===== src/rtl/bcd_counter_mux7seg_if.sv =====
// Board-facing signal bundle for the BCD counter / multiplexed 7-segment driver.
// The master side (switches/buttons or a bench) drives controls; the slave side returns count and display.
interface bcd_counter_mux7seg_if #(
   parameter int NUM_DIGITS = 4
);
   logic                    enable;
   logic                    upDown;
   logic                    load;
   logic [4*NUM_DIGITS-1:0] loadValue;
   logic [4*NUM_DIGITS-1:0] count;
   logic                    tc;
   logic [6:0]              seg7;
   logic [NUM_DIGITS-1:0]   anode;

   modport master (
      output enable, upDown, load, loadValue,
      input  count, tc, seg7, anode
   );

   modport slave (
      input  enable, upDown, load, loadValue,
      output count, tc, seg7, anode
   );
endinterface


===== src/rtl/bcd_counter_mux7seg.sv =====
// N-digit BCD up/down counter with load, wrap/saturate, a terminal-count pulse, and a
// time-multiplexed common-anode 7-segment driver, all on a single clock with tick enables.
module bcd_counter_mux7seg #(
   parameter int NUM_DIGITS = 4,
   parameter int DIV_COUNT  = 50_000_000,
   parameter int SCAN_DIV   = 50_000,
   parameter int WRAP       = 1
) (
   input logic                 clk,
   input logic                 rst,
   bcd_counter_mux7seg_if.slave bus
);
   localparam int W      = 4 * NUM_DIGITS;
   localparam int DIV_W  = $clog2(DIV_COUNT);
   localparam int SCAN_W = $clog2(SCAN_DIV);
   localparam int IDX_W  = $clog2(NUM_DIGITS);
   localparam logic [W-1:0] ALL_NINES = {NUM_DIGITS{4'h9}};

   logic [W-1:0]          countReg;
   logic                  tcReg;
   logic [DIV_W-1:0]      divCnt;
   logic [SCAN_W-1:0]     scanCnt;
   logic [IDX_W-1:0]      digIdx;
   logic [NUM_DIGITS-1:0] anodeReg;
   logic [6:0]            seg7Reg;
   logic                  tick;
   logic                  scanWrap;
   logic [3:0]            curDigit;

   // Digit-wise ripple increment; a digit only changes when every lower digit was 9.
   function automatic logic [W-1:0] bcdInc(input logic [W-1:0] v);
      logic [W-1:0] r;
      logic         carry;
      r     = v;
      carry = 1'b1;
      for (int i = 0; i < NUM_DIGITS; i++) begin
         if (carry) begin
            if (v[4*i +: 4] == 4'd9) begin
               r[4*i +: 4] = 4'd0;
            end else begin
               r[4*i +: 4] = v[4*i +: 4] + 4'd1;
               carry       = 1'b0;
            end
         end
      end
      return r;
   endfunction

   function automatic logic [W-1:0] bcdDec(input logic [W-1:0] v);
      logic [W-1:0] r;
      logic         borrow;
      r      = v;
      borrow = 1'b1;
      for (int i = 0; i < NUM_DIGITS; i++) begin
         if (borrow) begin
            if (v[4*i +: 4] == 4'd0) begin
               r[4*i +: 4] = 4'd9;
            end else begin
               r[4*i +: 4] = v[4*i +: 4] - 4'd1;
               borrow      = 1'b0;
            end
         end
      end
      return r;
   endfunction

   function automatic logic [W-1:0] sanitize(input logic [W-1:0] v);
      logic [W-1:0] r;
      r = v;
      for (int i = 0; i < NUM_DIGITS; i++) begin
         if (v[4*i +: 4] > 4'd9) r[4*i +: 4] = 4'd0;
      end
      return r;
   endfunction

   function automatic logic [6:0] decode(input logic [3:0] d);
      logic [6:0] s;
      case (d)
         4'd0:    s = 7'b1000000;
         4'd1:    s = 7'b1111001;
         4'd2:    s = 7'b0100100;
         4'd3:    s = 7'b0110000;
         4'd4:    s = 7'b0011001;
         4'd5:    s = 7'b0010010;
         4'd6:    s = 7'b0000010;
         4'd7:    s = 7'b1111000;
         4'd8:    s = 7'b0000000;
         4'd9:    s = 7'b0010000;
         default: s = 7'b1111111;
      endcase
      return s;
   endfunction

   always_comb begin
      tick     = (divCnt == DIV_W'(DIV_COUNT - 1));
      scanWrap = (scanCnt == SCAN_W'(SCAN_DIV - 1));
      curDigit = countReg[4*int'(digIdx) +: 4];
   end

   always_ff @(posedge clk) begin
      if (rst || tick) divCnt <= '0;
      else             divCnt <= divCnt + DIV_W'(1);
   end

   // Terminal values saturate or wrap, but tc pulses on the terminal tick either way.
   always_ff @(posedge clk) begin
      if (rst) begin
         countReg <= '0;
         tcReg    <= 1'b0;
      end else if (bus.load) begin
         countReg <= sanitize(bus.loadValue);
         tcReg    <= 1'b0;
      end else if (tick && bus.enable) begin
         if (bus.upDown) begin
            tcReg    <= (countReg == ALL_NINES);
            countReg <= (countReg == ALL_NINES && WRAP == 0) ? countReg : bcdInc(countReg);
         end else begin
            tcReg    <= (countReg == '0);
            countReg <= (countReg == '0 && WRAP == 0) ? countReg : bcdDec(countReg);
         end
      end else begin
         tcReg <= 1'b0;
      end
   end

   // Anode and segments are registered on the same edge so a digit never shows the wrong glyph.
   always_ff @(posedge clk) begin
      if (rst) begin
         scanCnt  <= '0;
         digIdx   <= '0;
         anodeReg <= ~NUM_DIGITS'(1);
         seg7Reg  <= 7'b1000000;
      end else begin
         scanCnt <= scanWrap ? '0 : scanCnt + SCAN_W'(1);
         if (scanWrap) begin
            digIdx <= (digIdx == IDX_W'(NUM_DIGITS - 1)) ? '0 : digIdx + IDX_W'(1);
         end
         anodeReg <= ~(NUM_DIGITS'(1) << digIdx);
         seg7Reg  <= decode(curDigit);
      end
   end

   assign bus.count = countReg;
   assign bus.tc    = tcReg;
   assign bus.anode = anodeReg;
   assign bus.seg7  = seg7Reg;
endmodule


===== src/flat_wrapper.sv =====
// flat-port wrapper written by rule: the top's interface ports become plain ports
module bcd_counter_mux7seg_flat 
#(
   parameter int NUM_DIGITS = 4,
   parameter int DIV_COUNT  = 50_000_000,
   parameter int SCAN_DIV   = 50_000,
   parameter int WRAP       = 1
)
  (clk, rst, bus_enable, bus_upDown, bus_load, bus_loadValue, bus_count, bus_tc, bus_seg7, bus_anode);
  bcd_counter_mux7seg_if #(.NUM_DIGITS(NUM_DIGITS)) bus_i ();
  input logic clk;
  input logic rst;
  input wire logic [$bits(bus_i.enable)-1:0] bus_enable;
  input wire logic [$bits(bus_i.upDown)-1:0] bus_upDown;
  input wire logic [$bits(bus_i.load)-1:0] bus_load;
  input wire logic [$bits(bus_i.loadValue)-1:0] bus_loadValue;
  output wire logic [$bits(bus_i.count)-1:0] bus_count;
  output wire logic [$bits(bus_i.tc)-1:0] bus_tc;
  output wire logic [$bits(bus_i.seg7)-1:0] bus_seg7;
  output wire logic [$bits(bus_i.anode)-1:0] bus_anode;
  assign bus_i.enable = bus_enable;
  assign bus_i.upDown = bus_upDown;
  assign bus_i.load = bus_load;
  assign bus_i.loadValue = bus_loadValue;
  assign bus_count = bus_i.count;
  assign bus_tc = bus_i.tc;
  assign bus_seg7 = bus_i.seg7;
  assign bus_anode = bus_i.anode;
  bcd_counter_mux7seg #(.NUM_DIGITS(NUM_DIGITS), .DIV_COUNT(DIV_COUNT), .SCAN_DIV(SCAN_DIV), .WRAP(WRAP)) u_core (.clk(clk), .rst(rst), .bus(bus_i));
endmodule

===== config.mk =====
export PLATFORM = sky130hd
export DESIGN_NAME = bcd_counter_mux7seg_flat
export DESIGN_NICKNAME = d
export VERILOG_FILES = /design/src/rtl/bcd_counter_mux7seg_if.sv /design/src/rtl/bcd_counter_mux7seg.sv /design/src/flat_wrapper.sv
export SDC_FILE = /design/constraint.sdc
export NUM_CORES = 1
export LEC_CHECK = 0
export ABC_AREA = 1
export CAP_MARGIN = 20
export CORE_AREA = 2 2 103 105
export CTS_BUF_LIST = sky130_fd_sc_hd__clkbuf_4 sky130_fd_sc_hd__clkbuf_8
export CTS_CLUSTER_DIAMETER = 50
export CTS_CLUSTER_SIZE = 30
export DETAILED_ROUTE_END_ITERATION = 12
export DIE_AREA = 0 0 105 107
export GPL_ROUTABILITY_DRIVEN = 1
export MAX_ROUTING_LAYER = met4
export PLACE_DENSITY = 0.67
export SLEW_MARGIN = 20
export SYNTH_ARGS = -nofsm -noshare
export SYNTH_HDL_FRONTEND = slang
export SYNTH_SLANG_ARGS = --single-unit

===== constraint.sdc =====
create_clock -name clk -period 1.76 [get_ports clk]
set_input_delay 0.352 -clock clk [delete_from_list [all_inputs] [get_ports clk]]
set_output_delay 0.352 -clock clk [all_outputs]
set_load 0.05 [all_outputs]

Yosys cells after proc, flatten, opt, wreduce, memory -nomap -nowiden
Memory sizes are Yosys's and may differ from the RTL's. A register that Yosys moved wholly into a read port is not among the register bits.
Index checks and enable logic that the tools add are counted.
{ "totals": {"regBits": 65, "rom_bits": 112, "input_bits": 21, "output_inout_bits": 28, "wordCells": 113, "mem_count": 1} }
{ "memory_table": {"columns": ["name", "depth", "word_bits", "rd", "rd_ports_with_merged_regs", "wr", "line_no", "source"], "rows": [
  ["(name not given)", 16, 7, 1, 1, 0, "bcd_counter_mux7seg.sv:78", "case (d)"]
]} }
{ "op_classes": {"n_addsub": 11, "n_lt_le_gt_ge": 4, "n_eq_ne": 11, "shift": 2, "muxes": 57, "n_bitwise": 2, "n_reduce_logical": 16} }
{ "op_table": {"columns": ["operator", "n"], "rows": [
  ["2-to-1 mux 4 bit", 18],
  ["2-to-1 mux 16 bit", 3],
  ["2-to-1 mux 1 bit", 35],
  ["== test 16 bit (second input constant)", 2],
  ["adder 26 x 1 -> 26 bit (second input constant)", 1],
  ["== test 26 bit (second input constant)", 1],
  ["adder 16 x 1 -> 16 bit (second input constant)", 1],
  ["adder 4 x 1 -> 4 bit (second input constant)", 4],
  ["== test 4 bit (second input constant)", 4],
  ["greater-than comparator 4 bit (second input constant)", 4],
  ["logical NOT 16 bit", 1],
  ["logical NOT 4 bit", 4],
  ["variable part select 16 x 5 -> 4 bit", 1],
  ["subtractor 4 x 1 -> 4 bit (second input constant)", 4],
  ["inequality test 3 x 1 -> 1 bit (second input constant)", 3],
  ["AND reduction 3 bit", 3],
  ["nonzero test 3 bit", 3],
  ["inverter 4 bit", 1],
  ["left shift 1 x 2 -> 4 bit (first input constant)", 1],
  ["OR reduction 3 bit", 1],
  ["adder 2 x 1 -> 2 bit (second input constant)", 1],
  ["== test 2 bit (second input constant)", 1],
  ["2-to-1 mux 2 bit", 1],
  ["nonzero test 2 bit", 1],
  ["other kinds (4)", 4]
]} }

Depth between registers and ports, before layout
{ "logic_depth": {"depth_word": 20, "ltp_mapped": 11, "mapped_depth_nobuf": 11} }

Least setup slack after synthesis
No wires, ideal clock.
{ "synth_path": {"kind": "register to register", "from": "register u_core.countReg[4] (netlist: u_core.bus.count[4])", "to": "register u_core.seg7Reg[3] (netlist: u_core.bus.seg7[3])", "setup_time_ns": 0.070, "arrival_ns": 1.856, "required_time_ns": 1.690, "slack_ns": -0.166, "stages_incl_launch_ff": 9, "n_path_buf": 1, "period_less_slack_ns": 1.926, "cell_sequence": "dfxtp_1 buf_4 nand2_1 a32oi_1 inv_1 ha_1 nand2_1 nand3_1 a21oi_1"} }
{ "synth_via": {"elab_chain_cells": 1} }
{ "synth_rtl": {"columns": ["element", "line_no", "source"], "rows": [
  ["from (decl)", "bcd_counter_mux7seg.sv:19", "logic [W-1:0] countReg;"],
  ["from (signal assigned)", "bcd_counter_mux7seg.sv:111", "countReg <= sanitize(bus.loadValue);"],
  ["from (signal assigned)", "bcd_counter_mux7seg.sv:116", "countReg <= (countReg == ALL_NINES && WRAP == 0) ? countReg : bcdInc(countReg);"],
  ["from (signal assigned)", "bcd_counter_mux7seg.sv:119", "countReg <= (countReg == '0 && WRAP == 0) ? countReg : bcdDec(countReg);"],
  ["variable part select 16 x 5 -> 4 bit", "bcd_counter_mux7seg.sv:97", "curDigit = countReg[4*int'(digIdx) +: 4];"],
  ["to (decl)", "bcd_counter_mux7seg.sv:25", "logic [6:0] seg7Reg;"]
]} }
No other way between the ends.
A chain may end at the register's enable or synchronous reset.

Worst setup path after layout
{ "layout_path": {"from": "input port bus_load", "to": "register u_core.countReg[14] (netlist: u_core.bus.count[14])"} }
{ "layout_via": {"elab_chain_cells": 2, "elab_cells_between_ends": 5, "classes_between": "eq/ne (1); mux (1); reduce/logical (3)"} }
{ "layout_rtl": {"columns": ["element", "line_no", "source"], "rows": [
  ["from (decl)", "flat_wrapper.sv:15", "input wire logic [$bits(bus_i.load)-1:0] bus_load;"],
  ["inequality test 3 x 1 -> 1 bit (no line), or another cell as far along", null, null],
  ["AND reduction 3 bit (no line)", null, null]
]} }
Parallel ways exist; a longest one is shown, timed or not.

==> metrics.md <==
| Metric | Value |
|---|---|
| Non-Filler Instances | `879` |
| Async SR Flop Fraction | `0%` |
| Wire per inst | `12.1 um` |
| Yosys synthesis warning count | `0` |
| Ys flop type | `sky130_fd_sc_hd__dfxtp_1` |
| Aggregate routed wire length | `10,700 um` |
| Post-synth top cells | `sky130_fd_sc_hd__nand2_1, sky130_fd_sc_hd__nor2_1, sky130_fd_sc_hd__dfxtp_1` |
| Cell count after placement | `860` |
| Dominant cell type by area after synthesis | `sky130_fd_sc_hd__dfxtp_1` |
| Status | `finished clean` |
| Core region area | `0.0101 sq mm` |
| Die Area | `0.0112 sq mm` |
| Pin count of the biggest net entering global routing | `27` |
| Instance area after placement | `0.00519 sq mm` |
| Starting DRT DRC Count | `249` |
| Clk root buf | `sky130_fd_sc_hd__clkbuf_8` |
| Count of unique library cells instantiated by Yosys | `39` |
| Setup Viol. Count Final | `0` |
| CP Launch Type | `input port` |
| Share of post-route cells with drive strength above 1 | `19.2%` |
| Ports placed on the boundary | `49` |
| Worst path required time | `2.01 ns` |
| Antenna diode count | `0` |
| Per-instance average area after synthesis | `6.68 sq um` |
| Number of antenna violations at the first check in global routing | `0` |
| Worst Skew | `0.00962 ns` |
| Detail Placement HPWL | `7860 um` |
| Highest clock frequency the design can meet | `608 MHz` |
| Number of enable flip-flop cells after synthesis | `0` |
| CTS HTree Levels | `3` |
| Utilization after layout | `54.2%` |
| Die Span X | `105 um` |
| CP arrival | `1.89 ns` |
| Number of global-route vias before repair | `3,859` |
| Number of iterations in the first detailed-routing pass | `5` |
| Proportion of netlist area held by the largest area contributor | `32.7%` |
| GRT Resource Usage Total | `19.6%` |
| Post-layout nets | `771` |
| Hold WC Path Type | `reg2reg` |
| Register bit count reported by yosys | `72` |
| Area contributors post-synth | `sky130_fd_sc_hd__dfxtp_1, sky130_fd_sc_hd__nand2_1, sky130_fd_sc_hd__nor2_1, sky130_fd_sc_hd__inv_1, sky130_fd_sc_hd__nand3_1` |
| Crit share post-route | `93.4%` |
| Total power density per cell area | `712 mW/mm^2` |
| Worst-skew pair later-pin latency | `0.36 ns` |
| Overall overflow remaining after global route | `0` |
| Vias per Instance | `5.00` |
| Hold buffers post-CTS | `0` |
| Post-route antenna net violation count | `0` |
| Routability congestion estimate from global placement | `0.936` |
| Library cell with the highest instance count after synthesis | `sky130_fd_sc_hd__nand2_1` |
| Static leakage | `2.24 nW` |
| Total vias in the final route | `4,399` |
| Portion of the post-synthesis area used by sequential elements | `32.7%` |
| Effective utilization at floorplan | `43.7%` |
| DR DRC count | `0` |
| Final std cell area, no fill | `0.00547 sq mm` |
| Time the worst path needs with I/O delays and setup | `1.64 ns` |
| Minimum setup slack in the final design | `0.116 ns` |
| Max VDD drop | `0.385 mV` |
| Post-Syn Instances | `661` |
| Area added between synthesis and finish | `24.0%` |
| Max-cap viol count | `0` |
| Sort of element at the end of the critical path | `flop` |
| Total CTS buffers | `9` |
| Clock sinks | `72` |
| Netlist Area Pre-Place | `0.00441 sq mm` |
| Slew at the pin closest to its max-slew limit | `0.447 ns` |
| Post-Synthesis Net Count | `693` |
| Final total power | `3.89 mW` |
| TritonCTS clock tree | `done` |
| Hold Fails Final Rpt | `0` |
| Highest fanout seen on the critical path | `7` |
| IO Port Bufs | `48` |
| Number of slew-limit violations in the final report | `0` |
| Category of the critical setup timing path | `in2reg` |
| Post-Place Worst Slack | `-0.177 ns` |
| Number of rows created at floorplan | `37` |
| First-pass GRT wire length | `17,500 um` |
| Worst rel slew slack | `70.2%` |
| Maximum number of buffers from clock root to sink | `2` |
| Die Y-Extent | `107 um` |
| Clock slew at the register clock pins of the worst setup and hold paths | `0.08 ns` |
## what timing repair did
item / in CTS / in global routing
buffers inserted: 0 / 2
gates resized for setup: 0 / 12
setup endpoints to repair: 0 / 23
## worst paths after layout
path	cells past startpoint	slack, ns	to	startpoint
setup / recovery	8	0.12	u_core.bus.count[14]	bus_load
hold / removal	1	0.47	u_core.scanCnt[0]	u_core.scanCnt[0]
setup reg to reg	7	0.12	u_core.bus.seg7[3]	u_core.bus.count[4]
hold reg to reg	1	0.47	u_core.scanCnt[0]	u_core.scanCnt[0]
## cell usage in the layout, fill, tap and decap left out, types with 10 or more instances in the layout
| cell type | instances |
|---|---|
| sky130_fd_sc_hd__a21oi_1 | 45 |
| sky130_fd_sc_hd__buf_4 | 55 |
| sky130_fd_sc_hd__clkdlybuf4s50_1 | 20 |
| sky130_fd_sc_hd__dfxtp_1 | 65 |
| sky130_fd_sc_hd__ha_1 | 10 |
| sky130_fd_sc_hd__inv_1 | 66 |
| sky130_fd_sc_hd__nand2_1 | 150 |
| sky130_fd_sc_hd__nand2_2 | 10 |
| sky130_fd_sc_hd__nand3_1 | 46 |
| sky130_fd_sc_hd__nand4_1 | 16 |
| sky130_fd_sc_hd__nor2_1 | 103 |
| sky130_fd_sc_hd__nor2_4 | 13 |
| sky130_fd_sc_hd__o21ai_0 | 23 |
| sky130_fd_sc_hd__xor2_1 | 15 |
## report_power, final
group          switching, mW  leakage (nW)  internal (mW)
clock network          0.642        0.0918          0.662
registers             0.0794         0.588           1.69
logic                  0.507          1.56          0.318
## critical path: stages
cell and delay (ns):
sky130_fd_sc_hd__clkdlybuf4s50_1 0.54, sky130_fd_sc_hd__nor2_2 0.33, sky130_fd_sc_hd__nand2_1 0.15, sky130_fd_sc_hd__nand3_2 0.12, sky130_fd_sc_hd__nor2_4 0.06, sky130_fd_sc_hd__buf_4 0.14, sky130_fd_sc_hd__a21oi_1 0.13, sky130_fd_sc_hd__nor2_1 0.06
## through the flow
| step | hold WS [ns] | setup TNS (ns) |
|---|---|---|
| finish | 0.469 | 0 |
| global route | 0.494 | -0.00350 |
| CTS | 0.475 | 0 |
| detailed placement | 0.457 | -1.79 |
| global placement | 0.439 | -1.12 |
| floorplan | 0.429 | 0 |
## sequential cells by signal (all words and copies together) (netlist names)
name              count
u_core.divCnt        26
u_core.bus.count     16
u_core.scanCnt       16
u_core.bus.seg7       7
u_core.bus.anode      4
u_core.digIdx         2
u_core.bus.tc         1
## logic make-up (layout without fill, tap and decap cells)
logic type / count (synthesis) / in the layout / synth area share [%]
AO/OA/AOI/OAI: 86 / 86 / 10.7
XOR/XNOR: 22 / 22 / 4.37
adder cells (fa/ha/maj): 11 / 11 / 3.12
buffers and inverters: 92 / 172 / 9.15
flip-flops: 72 / 72 / 32.7
AND/OR/NAND/NOR: 378 / 380 / 40.0
## cell type report
type / instances / area [sq um]
multi-input cells: 499 / 2640
fillers: 1000 / 4620
repair buffers: 81 / 733
flip-flops and latches: 72 / 1450
clock buffers: 10 / 131
clock inverters: 5 / 58.8
inverters: 76 / 285
well taps: 136 / 170
## routing by layer
layer	wire, um	vias up	track usage (%)
met4	229	0	7.71
li1	-	2282	-
met3	456	19	2.86
met5	0	-	-
met2	4790	113	29.9
met1	5200	1985	26.4
Note: power is estimated with default switching activity, not from simulation.
